[src/rtl/control_sequencer.sv]
// Hardwired control sequencer: fetch (T0-T2), decode (T3), ALU execute (T4),
// write-back (T5), plus an absorbing HALT state left only through clear.
module control_sequencer (
  input  logic        clock,
  input  logic        clear,
  input  logic        run,
  input  logic        mem_ready,
  input  logic [31:0] ir,
  output logic [15:0] register_select,
  output logic        Z_LO_select,
  output logic        PC_select,
  output logic        MDR_select,
  output logic        c_select,
  output logic [15:0] reg_in,
  output logic        MAR_in,
  output logic        PC_in,
  output logic        IR_in,
  output logic        MDR_in,
  output logic        Y_in,
  output logic        Z_in,
  output logic        inc_pc,
  output logic        mem_read,
  output logic [3:0]  alu_op,
  output logic        halted,
  output logic [2:0]  state
);

  typedef enum logic [2:0] {
    T0   = 3'b000,
    T1   = 3'b001,
    T2   = 3'b010,
    T3   = 3'b011,
    T4   = 3'b100,
    T5   = 3'b101,
    HALT = 3'b110
  } state_t;

  localparam logic [4:0] OP_ADD  = 5'b00011;
  localparam logic [4:0] OP_SUB  = 5'b00100;
  localparam logic [4:0] OP_AND  = 5'b00101;
  localparam logic [4:0] OP_OR   = 5'b00110;
  localparam logic [4:0] OP_ADDI = 5'b01000;
  localparam logic [4:0] OP_ANDI = 5'b01001;
  localparam logic [4:0] OP_ORI  = 5'b01010;
  localparam logic [4:0] OP_HALT = 5'b11011;

  state_t     cur;
  state_t     nxt;
  logic       t1_wait;
  logic [4:0] opcode;
  logic [3:0] ra;
  logic [3:0] rb;
  logic [3:0] rc;
  logic       r_type;
  logic       i_type;
  logic       unused_ir;

  assign opcode    = ir[31:27];
  assign ra        = ir[26:23];
  assign rb        = ir[22:19];
  assign rc        = ir[18:15];
  assign unused_ir = ^ir[14:0];
  assign state     = cur;

  function automatic logic is_r_type(input logic [4:0] op);
    return (op == OP_ADD) || (op == OP_SUB) || (op == OP_AND) || (op == OP_OR);
  endfunction

  function automatic logic is_i_type(input logic [4:0] op);
    return (op == OP_ADDI) || (op == OP_ANDI) || (op == OP_ORI);
  endfunction

  function automatic logic [3:0] alu_code(input logic [4:0] op);
    case (op)
      OP_SUB:          return 4'b0001;
      OP_AND, OP_ANDI: return 4'b0010;
      OP_OR,  OP_ORI:  return 4'b0011;
      default:         return 4'b0000;
    endcase
  endfunction

  assign r_type = is_r_type(opcode);
  assign i_type = is_i_type(opcode);

  // t1_wait marks every T1 cycle after the first, so PC is loaded only once.
  always_ff @(posedge clock or negedge clear) begin
    if (!clear) begin
      cur     <= T0;
      t1_wait <= 1'b0;
    end else begin
      cur     <= nxt;
      t1_wait <= (cur == T1) && !mem_ready;
    end
  end

  always_comb begin
    nxt             = cur;
    register_select = '0;
    Z_LO_select     = 1'b0;
    PC_select       = 1'b0;
    MDR_select      = 1'b0;
    c_select        = 1'b0;
    reg_in          = '0;
    MAR_in          = 1'b0;
    PC_in           = 1'b0;
    IR_in           = 1'b0;
    MDR_in          = 1'b0;
    Y_in            = 1'b0;
    Z_in            = 1'b0;
    inc_pc          = 1'b0;
    mem_read        = 1'b0;
    alu_op          = 4'b0000;
    halted          = 1'b0;

    case (cur)
      T0:      if (run) nxt = T1;
      T1:      if (mem_ready) nxt = T2;
      T2:      nxt = T3;
      T3: begin
        if (r_type || i_type)      nxt = T4;
        else if (opcode == OP_HALT) nxt = HALT;
        else                        nxt = T0;
      end
      T4:      nxt = (r_type || i_type) ? T5 : T0;
      T5:      nxt = T0;
      HALT:    nxt = HALT;
      default: nxt = T0;
    endcase

    // Strobes are held low for as long as clear is asserted.
    if (clear) begin
      case (cur)
        T0: if (run) begin
          PC_select = 1'b1;
          MAR_in    = 1'b1;
          inc_pc    = 1'b1;
          Z_in      = 1'b1;
          alu_op    = 4'b1111;
        end
        T1: begin
          Z_LO_select = 1'b1;
          PC_in       = !t1_wait;
          mem_read    = 1'b1;
          MDR_in      = 1'b1;
        end
        T2: begin
          MDR_select = 1'b1;
          IR_in      = 1'b1;
        end
        T3: if (r_type || i_type) begin
          register_select = 16'd1 << rb;
          Y_in            = 1'b1;
        end
        T4: if (r_type || i_type) begin
          if (r_type) register_select = 16'd1 << rc;
          else        c_select        = 1'b1;
          Z_in   = 1'b1;
          alu_op = alu_code(opcode);
        end
        T5: begin
          Z_LO_select = 1'b1;
          reg_in      = 16'd1 << ra;
        end
        HALT:    halted = 1'b1;
        default: ;
      endcase
    end
  end

endmodule

[config.mk]
export PLATFORM = sky130hd
export DESIGN_NAME = control_sequencer
export DESIGN_NICKNAME = d
export VERILOG_FILES = /design/src/rtl/control_sequencer.sv
export SDC_FILE = /design/constraint.sdc
export NUM_CORES = 1
export LEC_CHECK = 0
export CAP_MARGIN = 25
export CELL_PAD_IN_SITES_DETAIL_PLACEMENT = 2
export CELL_PAD_IN_SITES_GLOBAL_PLACEMENT = 2
export CORE_MARGIN = 2
export CORE_UTILIZATION = 14
export CTS_BUF_LIST = sky130_fd_sc_hd__clkbuf_16
export CTS_CLUSTER_SIZE = 8
export DETAILED_ROUTE_END_ITERATION = 12
export PLACE_DENSITY_LB_ADDON = 0.1
export SLEW_MARGIN = 30
export SYNTH_ARGS = -nofsm -noshare
export SYNTH_HDL_FRONTEND = slang
export SYNTH_SLANG_ARGS = --single-unit
export TNS_END_PERCENT = 10
[constraint.sdc]
create_clock -name clock -period 1.8 [get_ports clock]
set_clock_uncertainty 0.2 [all_clocks]
set_input_delay 0.36 -clock clock [delete_from_list [all_inputs] [get_ports clock]]
set_output_delay 0.36 -clock clock [all_outputs]
set_load 0.03 [all_outputs]
==> results.py <==
metrics = {
    "critical_path": {
        "worstPathArrival_ps": 1710,
        "path_delay_family": "compound AO/OA/AOI/OAI gates",
        "critical_path.max_stage_delay_ps": 440,
        "critPathRequiredTime_ps": 1240,
        "critPathBufInv": 3,
        "path_cells": "buf_6, buf_6, nand2b_4, a311oi_4, o21a_4, buf_6",
        "cp_slowest_cell": "dfrtp_2",
        "crit_path_start_kind": "flop",
        "endpoint_kind": "output port",
        "crit_fanout": 4,
        "cpMostUsedCell": "buf_6",
        "crit_type": "reg2out",
    },
    "drt": {
        "routed_wl_mm": 5.76,
        "drt_iter0_markers": 19,
        "drc": 0,
        "ant_nets": 0,
        "via_per_inst": 4.40,
        "drt_pre_antenna_iters": 4,
        "wl_per_cell_um": 15.2,
        "vias": 1668,
    },
    "timing": {
        "setup_violations": 49,
        "timing.final.crit_share_pct": 126,
        "drv_slew": 0,
        "hold_viol": 0,
        "fin_ws_ps": -466,
        "layout_min_cycle_time_ps": 2270,
        "fmax_mhz": 441,
        "slew_headroom_pct": 74.9,
        "rsz0062_at_grt": "yes",
        "setup_tns_ps": -16840,
        "tightest_slew_ps": 374,
    },
    "yosys": {
        "syn_nets": 204,
        "synth-edff-count": 0,
        "synth_top_area_share_pct": 18.2,
        "avgSynthCellArea_um2": 6.54,
        "synth_async_sr_flop_share_pct": 100,
        "seq_area_frac_synth_pct": 9.11,
        "synth_area_leaders": "nand4_1 (18%), dfrtp_1 (9.1%), nor2_1 (8.5%), a21oi_1 (8.2%), buf_4 (6.2%)",
        "synth-seq-cells": 4,
        "synthCells": 168,
        "syn_area_um2": 1100,
        "synth_ff_type": "dfrtp_1",
        "yosysWarnings": 0,
        "synth_top_area_cell": "nand4_1",
        "synth.distinct_cells": 38,
    },
    "floorplanning": {
        "rows": 32,
        "start_util_pct": 14.4,
        "io_pins": 88,
        "die_y_um": 92.6,
        "die_area_um2": 8570,
        "fp.dieW_um": 92.6,
        "fp.coreArea_um2": 7650,
    },
    "layout": {
        "layout-drive-gt1-share_pct": 61.4,
        "mostFrequentLayoutCells": "buf_4 (68), nand4_1 (32), buf_6 (25), nor2_1 (15), clkdlybuf4s50_1 (12)",
        "final_cell_area_um2": 2680,
        "synthToLayoutAreaGrowth_pct": 144,
        "utilization_pct": 35.0,
        "num-nets-final": 315,
        "antenna_cells": 0,
        "final_common_cell": "buf_4",
    },
    "global_route": {
        "grt_pass1_wl_mm": 8.99,
        "grt_max_degree": 19,
        "grt_pass1_vias": 1760,
        "grt_antenna_before_repair": 0,
        "grt_overflow": 0,
        "track_usage_pct": 13.0,
    },
    "placed_design": {
        "routabilityCongestion": 0.758,
        "io_buffers": 72,
        "dp_hpwl_mm": 4.66,
        "placed_cell_area_um2": 2370,
    },
    "hold_path": {
        "hp-class": "in2async",
    },
    "clock_network": {
        "cts_buffers": 3,
        "clock_latency_ps": 220,
        "cts_tree": "built",
        "cts_hold_buf": 0,
        "ctsRootBufferMaster": "clkbuf_16",
        "cts.sinks": 4,
        "cts_max_level": 1,
        "clock_path_buffers": 2,
        "clkSlewWorstSetupHoldPaths_ps": 30,
    },
    "power_and_ir_drop": {
        "vdd_drop_max_v": 0.000336,
        "power_density_nw_per_um2": 680,
        "p_leak_uw": 0.00103,
    },
    "flow_run": {
        "max_cap_violations": 0,
    },
    "status": {
        "status": "finished with violations",
        "violations": "setup timing",
    },
}
-- state kept, by name, summed over array words and instances (netlist names) --
| register | cells |
|---|---|
| state | 3 |
| t1_wait | 1 |
-- Yosys cell counts, types with 2 or more instances --
cell       n
and2_1     5
buf_2      7
nor3_1    11
nor3_2     2
nor2_1    25
nand2_1    8
nand2b_1   6
inv_1      2
nand2b_4   2
o21a_1     2
a21oi_1   18
o21ai_1    2
nand4_1   32
xnor2_1    2
dfrtp_1    4
nor2b_1   10
buf_4      9
-- what timing repair did --
| action | CTS | global route |
|---|---|---|
| pin swaps | 12 | 15 |
| resized for setup | 59 | 11 |
| setup buffers | 2 | 2 |
| cloned | 0 | 2 |
| endpoints found under the setup margin | 53 | 49 |
-- through the flow --
stage          instances  total power [uW]  setup WS (ps)  hold WS, ps
2_1_floorplan        168               854           -436         -136
3_3_place_gp         371              1390           -792          419
3_5_place_dp         371              1400           -812          414
4_1_cts              375              1810           -564         45.6
5_1_grt              379              1930           -541         56.9
6_report             379              1820           -466         46.6
-- cell type report --
class,instances,area (um^2)
Fill cell,854,4970
Multi-Input combinational cell,144,1190
Timing Repair Buffer,123,1170
Tap cell,102,128
Sequential cell,4,103
Clock buffer,3,75.1
Inverter,3,11.3
-- cell families after synthesis --
family / Yosys count / synth area share (%)
buffers and inverters: 20 / 11.4
and+or+nand+nor: 111 / 59.6
xor gates and xnor gates: 3 / 3.08
AOI/OAI and AO/OA: 30 / 16.9
DFF: 4 / 9.11
-- where the power goes --
group	internal, uW	switching [uW]	leakage (uW)	total (uW)
clock	283	58.9	0.0000370	342
combinational	596	716	0.000945	1310
sequential	125	43.1	0.0000489	168
total	1000	818	0.00103	1820
-- final timing paths --
path	start	endpoint	slack (ps)	cells past startpoint
max	state[2]	alu_op[1]	-470	6
min	clear	t1_wait	50	2
max reg2reg	state[2]	state[0]	410	4
min reg2reg	state[0]	state[1]	430	2
max in group asynchronous	clear	state[2]	1230	2
min in group clock	state[0]	state[1]	430	2
-- routing by layer --
| layer | vias up | share of wire, % | global-route usage (%) |
|---|---|---|---|
| li1 | 833 | - | - |
| met1 | 788 | 43 | 16.3 |
| met2 | 43 | 52 | 24.1 |
| met3 | 4 | 3.9 | 1.71 |
| met4 | 0 | 0.49 | 1.87 |
| met5 | - | 0 | 0 |
No activity file was read; power rests on OpenSTA's default activity.
